## src/rtl/tbcm_pkg.sv

```systemverilog
// tbcm_pkg: definitions shared by the tbcm stream mux and demux.
//   tbcm_onehot_to_index : OR-encodes a one-hot (or multi-hot) select into an index.
//   lock_state_e         : packet lock state (IDLE / LOCKED).
package tbcm_pkg;

    // Widest one-hot select the shared decoder accepts.
    localparam int TBCM_MAX_ENTRIES = 64;

    typedef enum logic {
        LOCK_IDLE   = 1'b0,
        LOCK_LOCKED = 1'b1
    } lock_state_e;

    // Bit i of the result is the OR over j of (select[j] & j[i]).
    // A zero select maps to index 0; a multi-hot select maps to the OR of its indices.
    function automatic logic [31:0] tbcm_onehot_to_index(input logic [TBCM_MAX_ENTRIES-1:0] select);
        logic [31:0] index;
        index = '0;
        for (int j = 0; j < TBCM_MAX_ENTRIES; j++) begin
            if (select[j]) begin
                index = index | 32'(j);
            end
        end
        return index;
    endfunction

endpackage

```

## src/rtl/tbcm_demux_slice.sv

```systemverilog
// tbcm_demux_slice: one-entry valid/ready register carrying payload, last flag
// and destination index. Loads a new beat on the same edge the held beat leaves.
//   clk, rst     : clock, synchronous active-high reset (clears valid only)
//   push         : load a beat this cycle (only honoured while ready)
//   push_index   : destination index of the pushed beat
//   push_data    : payload of the pushed beat
//   push_last    : last flag of the pushed beat
//   pop          : the held beat's destination is ready
//   ready        : register can take a beat this cycle
//   valid        : a beat is held
//   index/data/last : the held beat
module tbcm_demux_slice #(
    parameter type DATA_TYPE   = logic [1:0],
    parameter int  INDEX_WIDTH = 1
) (
    input  logic                   clk,
    input  logic                   rst,
    input  logic                   push,
    input  logic [INDEX_WIDTH-1:0] push_index,
    input  DATA_TYPE               push_data,
    input  logic                   push_last,
    input  logic                   pop,
    output logic                   ready,
    output logic                   valid,
    output logic [INDEX_WIDTH-1:0] index,
    output DATA_TYPE               data,
    output logic                   last
);

    assign ready = !valid || pop;

    // When ready, valid follows push: an accepted-but-not-loaded beat
    // lets the register empty if the held beat is consumed on this edge.
    always_ff @(posedge clk) begin
        if (rst) begin
            valid <= 1'b0;
        end else if (ready) begin
            valid <= push;
        end
    end

    // Payload is not reset; it is don't-care while valid is low.
    always_ff @(posedge clk) begin
        if (ready && push) begin
            index <= push_index;
            data  <= push_data;
            last  <= push_last;
        end
    end

endmodule

```

## src/rtl/tbcm_demux.sv

```systemverilog
// tbcm_demux: routes one valid/ready stream to one of ENTRIES output streams.
// One registered output stage (1-cycle latency, full throughput). Optional
// packet mode locks the destination from the first beat to the i_last beat.
//   i_clk, i_rst   : clock, synchronous active-high reset
//   i_select       : destination select (one-hot or binary), qualified by i_valid
//   i_valid/o_ready: input handshake
//   i_data, i_last : input payload and end-of-packet flag
//   o_valid/i_ready: per-destination handshake
//   o_data, o_last : per-destination payload (shared register) and last flag
//   o_drop         : one-cycle pulse after an accepted beat with an invalid binary index
module tbcm_demux
    import tbcm_pkg::*;
#(
    parameter int  WIDTH       = 2,
    parameter type DATA_TYPE   = logic [WIDTH-1:0],
    parameter int  ENTRIES     = 2,
    parameter bit  ONE_HOT     = 1'b1,
    parameter bit  PACKET_MODE = 1'b0,
    localparam int INDEX_WIDTH  = $clog2(ENTRIES),
    localparam int SELECT_WIDTH = ONE_HOT ? ENTRIES : INDEX_WIDTH
) (
    input  logic                    i_clk,
    input  logic                    i_rst,
    input  logic [SELECT_WIDTH-1:0] i_select,
    input  logic                    i_valid,
    output logic                    o_ready,
    input  DATA_TYPE                i_data,
    input  logic                    i_last,
    output logic [ENTRIES-1:0]      o_valid,
    input  logic [ENTRIES-1:0]      i_ready,
    output DATA_TYPE                o_data [ENTRIES],
    output logic [ENTRIES-1:0]      o_last,
    output logic                    o_drop
);

    logic [31:0]            select_full;
    logic [INDEX_WIDTH-1:0] select_index;
    logic                   select_ok;
    logic [INDEX_WIDTH-1:0] route_index;
    logic                   route_ok;
    logic                   accept;
    logic                   push;
    logic                   dest_ready;
    logic                   valid_q;
    logic [INDEX_WIDTH-1:0] index_q;
    DATA_TYPE               data_q;
    logic                   last_q;
    logic                   drop_q;

    // ---------------- select decode ----------------
    always_comb begin
        select_full = '0;
        select_ok   = 1'b1;
        if (ONE_HOT) begin
            select_full = tbcm_onehot_to_index(TBCM_MAX_ENTRIES'(i_select));
        end else begin
            select_full = 32'(i_select);
            select_ok   = select_full < 32'(ENTRIES);
        end
    end

    assign select_index = select_full[INDEX_WIDTH-1:0];

    // ---------------- destination lock ----------------
    generate
        if (PACKET_MODE) begin : g_lock
            lock_state_e            state_q;
            logic [INDEX_WIDTH-1:0] lock_index_q;

            always_ff @(posedge i_clk) begin
                if (i_rst) begin
                    state_q <= LOCK_IDLE;
                end else if (accept) begin
                    case (state_q)
                        LOCK_IDLE: begin
                            // A dropped first beat latches nothing, so the
                            // rest of that packet is re-decoded (and dropped).
                            if (select_ok && !i_last) begin
                                state_q      <= LOCK_LOCKED;
                                lock_index_q <= select_index;
                            end
                        end
                        LOCK_LOCKED: begin
                            if (i_last) begin
                                state_q <= LOCK_IDLE;
                            end
                        end
                        default: state_q <= LOCK_IDLE;
                    endcase
                end
            end

            always_comb begin
                route_index = select_index;
                route_ok    = select_ok;
                if (state_q == LOCK_LOCKED) begin
                    route_index = lock_index_q;
                    route_ok    = 1'b1;
                end
            end
        end else begin : g_nolock
            assign route_index = select_index;
            assign route_ok    = select_ok;
        end
    endgenerate

    // ---------------- handshake and output register ----------------
    // A held index can only be out of range for a multi-hot select with a
    // non-power-of-two ENTRIES; it has no sink, so let it drain.
    always_comb begin
        dest_ready = 1'b1;
        if (32'(index_q) < 32'(ENTRIES)) begin
            dest_ready = i_ready[index_q];
        end
    end

    assign accept = i_valid && o_ready;
    assign push   = accept && route_ok;

    tbcm_demux_slice #(
        .DATA_TYPE   (DATA_TYPE),
        .INDEX_WIDTH (INDEX_WIDTH)
    ) u_slice (
        .clk        (i_clk),
        .rst        (i_rst),
        .push       (push),
        .push_index (route_index),
        .push_data  (i_data),
        .push_last  (i_last),
        .pop        (dest_ready),
        .ready      (o_ready),
        .valid      (valid_q),
        .index      (index_q),
        .data       (data_q),
        .last       (last_q)
    );

    always_ff @(posedge i_clk) begin
        if (i_rst) begin
            drop_q <= 1'b0;
        end else begin
            drop_q <= accept && !route_ok;
        end
    end

    assign o_drop = drop_q;

    generate
        for (genvar k = 0; k < ENTRIES; k++) begin : g_out
            assign o_valid[k] = valid_q && (index_q == INDEX_WIDTH'(k));
            assign o_last[k]  = o_valid[k] && last_q;
            assign o_data[k]  = data_q;
        end
    endgenerate

endmodule
```

## config.mk

```make
export PLATFORM = sky130hd
export DESIGN_NAME = tbcm_demux
export DESIGN_NICKNAME = d
export VERILOG_FILES = /design/src/rtl/tbcm_pkg.sv /design/src/rtl/tbcm_demux_slice.sv /design/src/rtl/tbcm_demux.sv
export SDC_FILE = /design/constraint.sdc
export NUM_CORES = 1
export LEC_CHECK = 0
export BUFFER_PORTS_ARGS = -buffer_cell sky130_fd_sc_hd__buf_4
export CORE_AREA = 2 2 39 41
export DETAILED_ROUTE_END_ITERATION = 12
export DIE_AREA = 0 0 41 43
export GPL_TIMING_DRIVEN = 0
export HOLD_SLACK_MARGIN = 0.15
export PLACE_DENSITY_LB_ADDON = 0.08
export SYNTH_ARGS = -nofsm -noshare
export SYNTH_HDL_FRONTEND = slang
export SYNTH_SLANG_ARGS = --single-unit
```

## constraint.sdc

```tcl
create_clock -name i_clk -period 1.3 [get_ports i_clk]
set_input_delay 0.13 -clock i_clk [delete_from_list [all_inputs] [get_ports i_clk]]
set_output_delay 0.13 -clock i_clk [all_outputs]
set_load 0.02 [all_outputs]
```

==> run metrics <==
status=completed; Distinct cells, synth=14; total global routing overflow=0; critical path class=reg -> out; netlist area before placement=237.7 um^2; worst setup slack for register-to-register paths=0.12 ns; ant diodes=0; total length of routed met2 wires=280 um; final worst path period share=98.80%; share of Yosys cell area claimed by the top area cell type=50.53%; most numerous cell on the critical path=sky130_fd_sc_hd__buf_4; number of buffers inserted by port buffering=17; flip-flop and latch area=140.1 um^2; cell type with the largest total area after synthesis=sky130_fd_sc_hd__edfxtp_1; highest attainable clock frequency=778.6 MHz; maximum fanout count along the critical path=4; share of synthesized cell area in and, or, nand and nor gates=17.37%; cells along the critical path=buf_4 -> and3_2 -> buf_4; clock tree from TritonCTS=done; start point of the critical path=u_slice.index; first-pass GRT wire length=800 um; number of placed I/O pins=20; share of the synthesized netlist area taken by xor and xnor gates=0%; clock latency of the later-clocked register in the worst-skew pair=0.23 ns; area of combinational cells with multiple inputs=78.83 um^2; average footprint of a synthesized cell=11.89 um^2; Final Slew Violations=0; floorplan die area=1763 um^2; initial cell density of the core=17.18%; highest routed layer=met3; routed metal-1 wirelength=202 um; vias after detailed routing=225; syn nets=30; cell count along the critical path=3; nets=58; number of antenna violations at the first check in global routing=0; Post-Synth Adder-Cell Area=0%; number of storage elements in the synthesis netlist=5; number of warning messages in the yosys log=0; critical register-to-register path startpoint=u_slice.index; Layout Cell Area excl Fill=480.5 um^2; Num CTS Buffers=3; first-pass iteration count of the detailed router=1; maximum number of pins on one net before global-route repair=8; number of nets with antenna violations after detailed routing=0; total routed wirelength=539 um; layout overhead on the synthesized area=102.1%; most common library cell in the layout ignoring fill and taps=sky130_fd_sc_hd__buf_4; final weighted congestion in routability-driven placement=0.6124; critical path endpoint category=output port; Total GRT Usage=7.374%; met3 layer wire length in the routed design=56 um; CP max-delay cell=sky130_fd_sc_hd__edfxtp_1; count of fill cells added during filler insertion=148; number of sinks handled by clock tree synthesis=5; FF-to-FF path depth=2; Remaining DRCs=0; share of cell area taken by muxes after synthesis=4.211%; level count of the clock H-tree=1; synthesized-area fraction occupied by ao, oa, aoi and oai cells=6.842%; power density cells=993.6 nW/um^2; first-iteration detailed-routing DRC count=0; Worst Path Arrival=1.15 ns; dpl cell area=385.4 um^2; clock period minus final worst setup slack=1.284 ns; per-cell via count in the routed design=3.571; standby leakage power=0.2289 nW; crit path launch type=flip-flop; share of post-route cells with drive strength above 1=61.70%; maximum ir drop on the vdd rail=691.0 uV; y dimension of the die=43 um; final core occ=34.72%; commonest non-fill, non-tap cells in the layout=sky130_fd_sc_hd__buf_4, sky130_fd_sc_hd__dlygate4sd3_1, sky130_fd_sc_hd__edfxtp_1; core outline area=1384 um^2; maximum cell stage delay along the critical path=0.41 ns; total count of hold-check failures in the final report=0; worst hold path type=in -> reg; reg-to-reg critical path endpoint=u_slice.data[0]; combinational family with the most area after synthesis=simple AND/OR/NAND/NOR gates; Setup violations, final=0; Worst Path Required=1.17 ns; critical path capture point=o_last[1]; portion of the post-synthesis area used by sequential elements=58.95%; top cells by area in the synthesized netlist=sky130_fd_sc_hd__edfxtp_1, sky130_fd_sc_hd__buf_4, sky130_fd_sc_hd__dfxtp_1; count of maximum capacitance violations=0; Clk pin slew, worst setup/hold paths=0.04 ns; CTS max path bufs=2; number of rows in the core area=14; Buf/Inv on CP=2; Syn Inst Count=20; RSZ-0062 raised after global routing=true; Routed WL per cell=8.556 um; Horiz. Die Dim=41 um; worst setup skew after layout=0.0001825 ns; root buffer selected by CTS=sky130_fd_sc_hd__clkbuf_4; vias in the first global route=209; kind of cell with the highest combined delay on the critical path=flip-flops
-- final cells by class --
class                   instances  share of cell area [%]
repair buffers                 23                   39.32
plain buffers                   3                   4.687
multi-input cells              11                   16.41
inverters                       1                  0.7812
flip-flops and latches          5                   29.17
clock buffers                   4                   5.469
well taps                      16                   4.167
-- worst min-delay path, delay by kind of cell --
family	cells	cell delay [ns]
buf+inv	2	0.15
compound gates	1	0.12
-- worst min path at each step --
| stage | from | end | slack [ns] | cells past startpoint |
|---|---|---|---|---|
| after floorplan | i_data[0] | u_slice.data[0] | 0.23 | 0 |
| after global placement | i_data[1] | u_slice.data[1] | 0.31 | 1 |
| after CTS | i_rst | u_slice.valid | 0.20 | 3 |
| after detailed placement | i_select[1] | u_slice.index | 0.31 | 1 |
| final | i_rst | u_slice.valid | 0.20 | 3 |
| after global routing | i_rst | u_slice.valid | 0.20 | 3 |
-- cell usage after synthesis --
cell type,n
sky130_fd_sc_hd__and3_2,1
sky130_fd_sc_hd__inv_1,1
sky130_fd_sc_hd__buf_4,3
sky130_fd_sc_hd__nor2b_1,1
sky130_fd_sc_hd__a21boi_1,1
sky130_fd_sc_hd__edfxtp_1,4
sky130_fd_sc_hd__mux2i_1,1
sky130_fd_sc_hd__nor2_1,1
sky130_fd_sc_hd__and2_2,1
sky130_fd_sc_hd__and2b_2,1
sky130_fd_sc_hd__a22o_1,1
sky130_fd_sc_hd__conb_1,1
sky130_fd_sc_hd__nand2_1,2
sky130_fd_sc_hd__dfxtp_1,1
-- cells by family after synthesis --
group,Yosys count
DFF,5
buffers and inverters,4
muxes,1
AOI/OAI and AO/OA,2
other,1
and+or+nand+nor,7
-- state kept, by name (all words and copies together), names as in the netlist --
register / flops
u_slice.index: 1
u_slice.data: 2
u_slice.valid: 1
u_slice.last: 1
-- power breakdown --
part           total [mW]  switching, mW  internal, mW  leakage [nW]
registers           0.194        0.00797         0.186        0.0470
clock network       0.172         0.0564         0.116        0.0150
logic               0.111         0.0466        0.0648         0.167
total               0.477          0.111         0.366         0.229
-- what timing repair did --
action                                  in CTS  in global routing
endpoints found under the hold margin        5                  0
hold buffers                                 5                  0
endpoints found under the setup margin       5                  4
setup buffers                                1                  0
pin swaps                                    0                  1
resized for setup                            2                  1
-- layer usage --
| metal | global-route usage (%) | vias to the layer above |
|---|---|---|
| met1 | 6.885 | 97 |
| li1 | - | 116 |
| met5 | 0 | - |
| met2 | 10.63 | 12 |
| met3 | 6.283 | 0 |
| met4 | 4.000 | 0 |
-- through the flow --
stage / hold slack, ns / power [mW] / setup WS [ns] / setup TNS (ns) / instances
after floorplan: 0.2289 / 0.2429 / 0.09919 / 0 / 20
after global routing: 0.2035 / 0.5121 / -0.05617 / -0.1409 / 63
after global placement: 0.3088 / 0.2870 / -0.03493 / -0.1395 / 53
after detailed placement: 0.3101 / 0.2891 / -0.05669 / -0.2265 / 53
final: 0.2021 / 0.4774 / 0.01563 / 0 / 63
after CTS: 0.2000 / 0.4860 / 0.002110 / 0 / 63
Note: power is estimated with default switching activity, not from simulation.
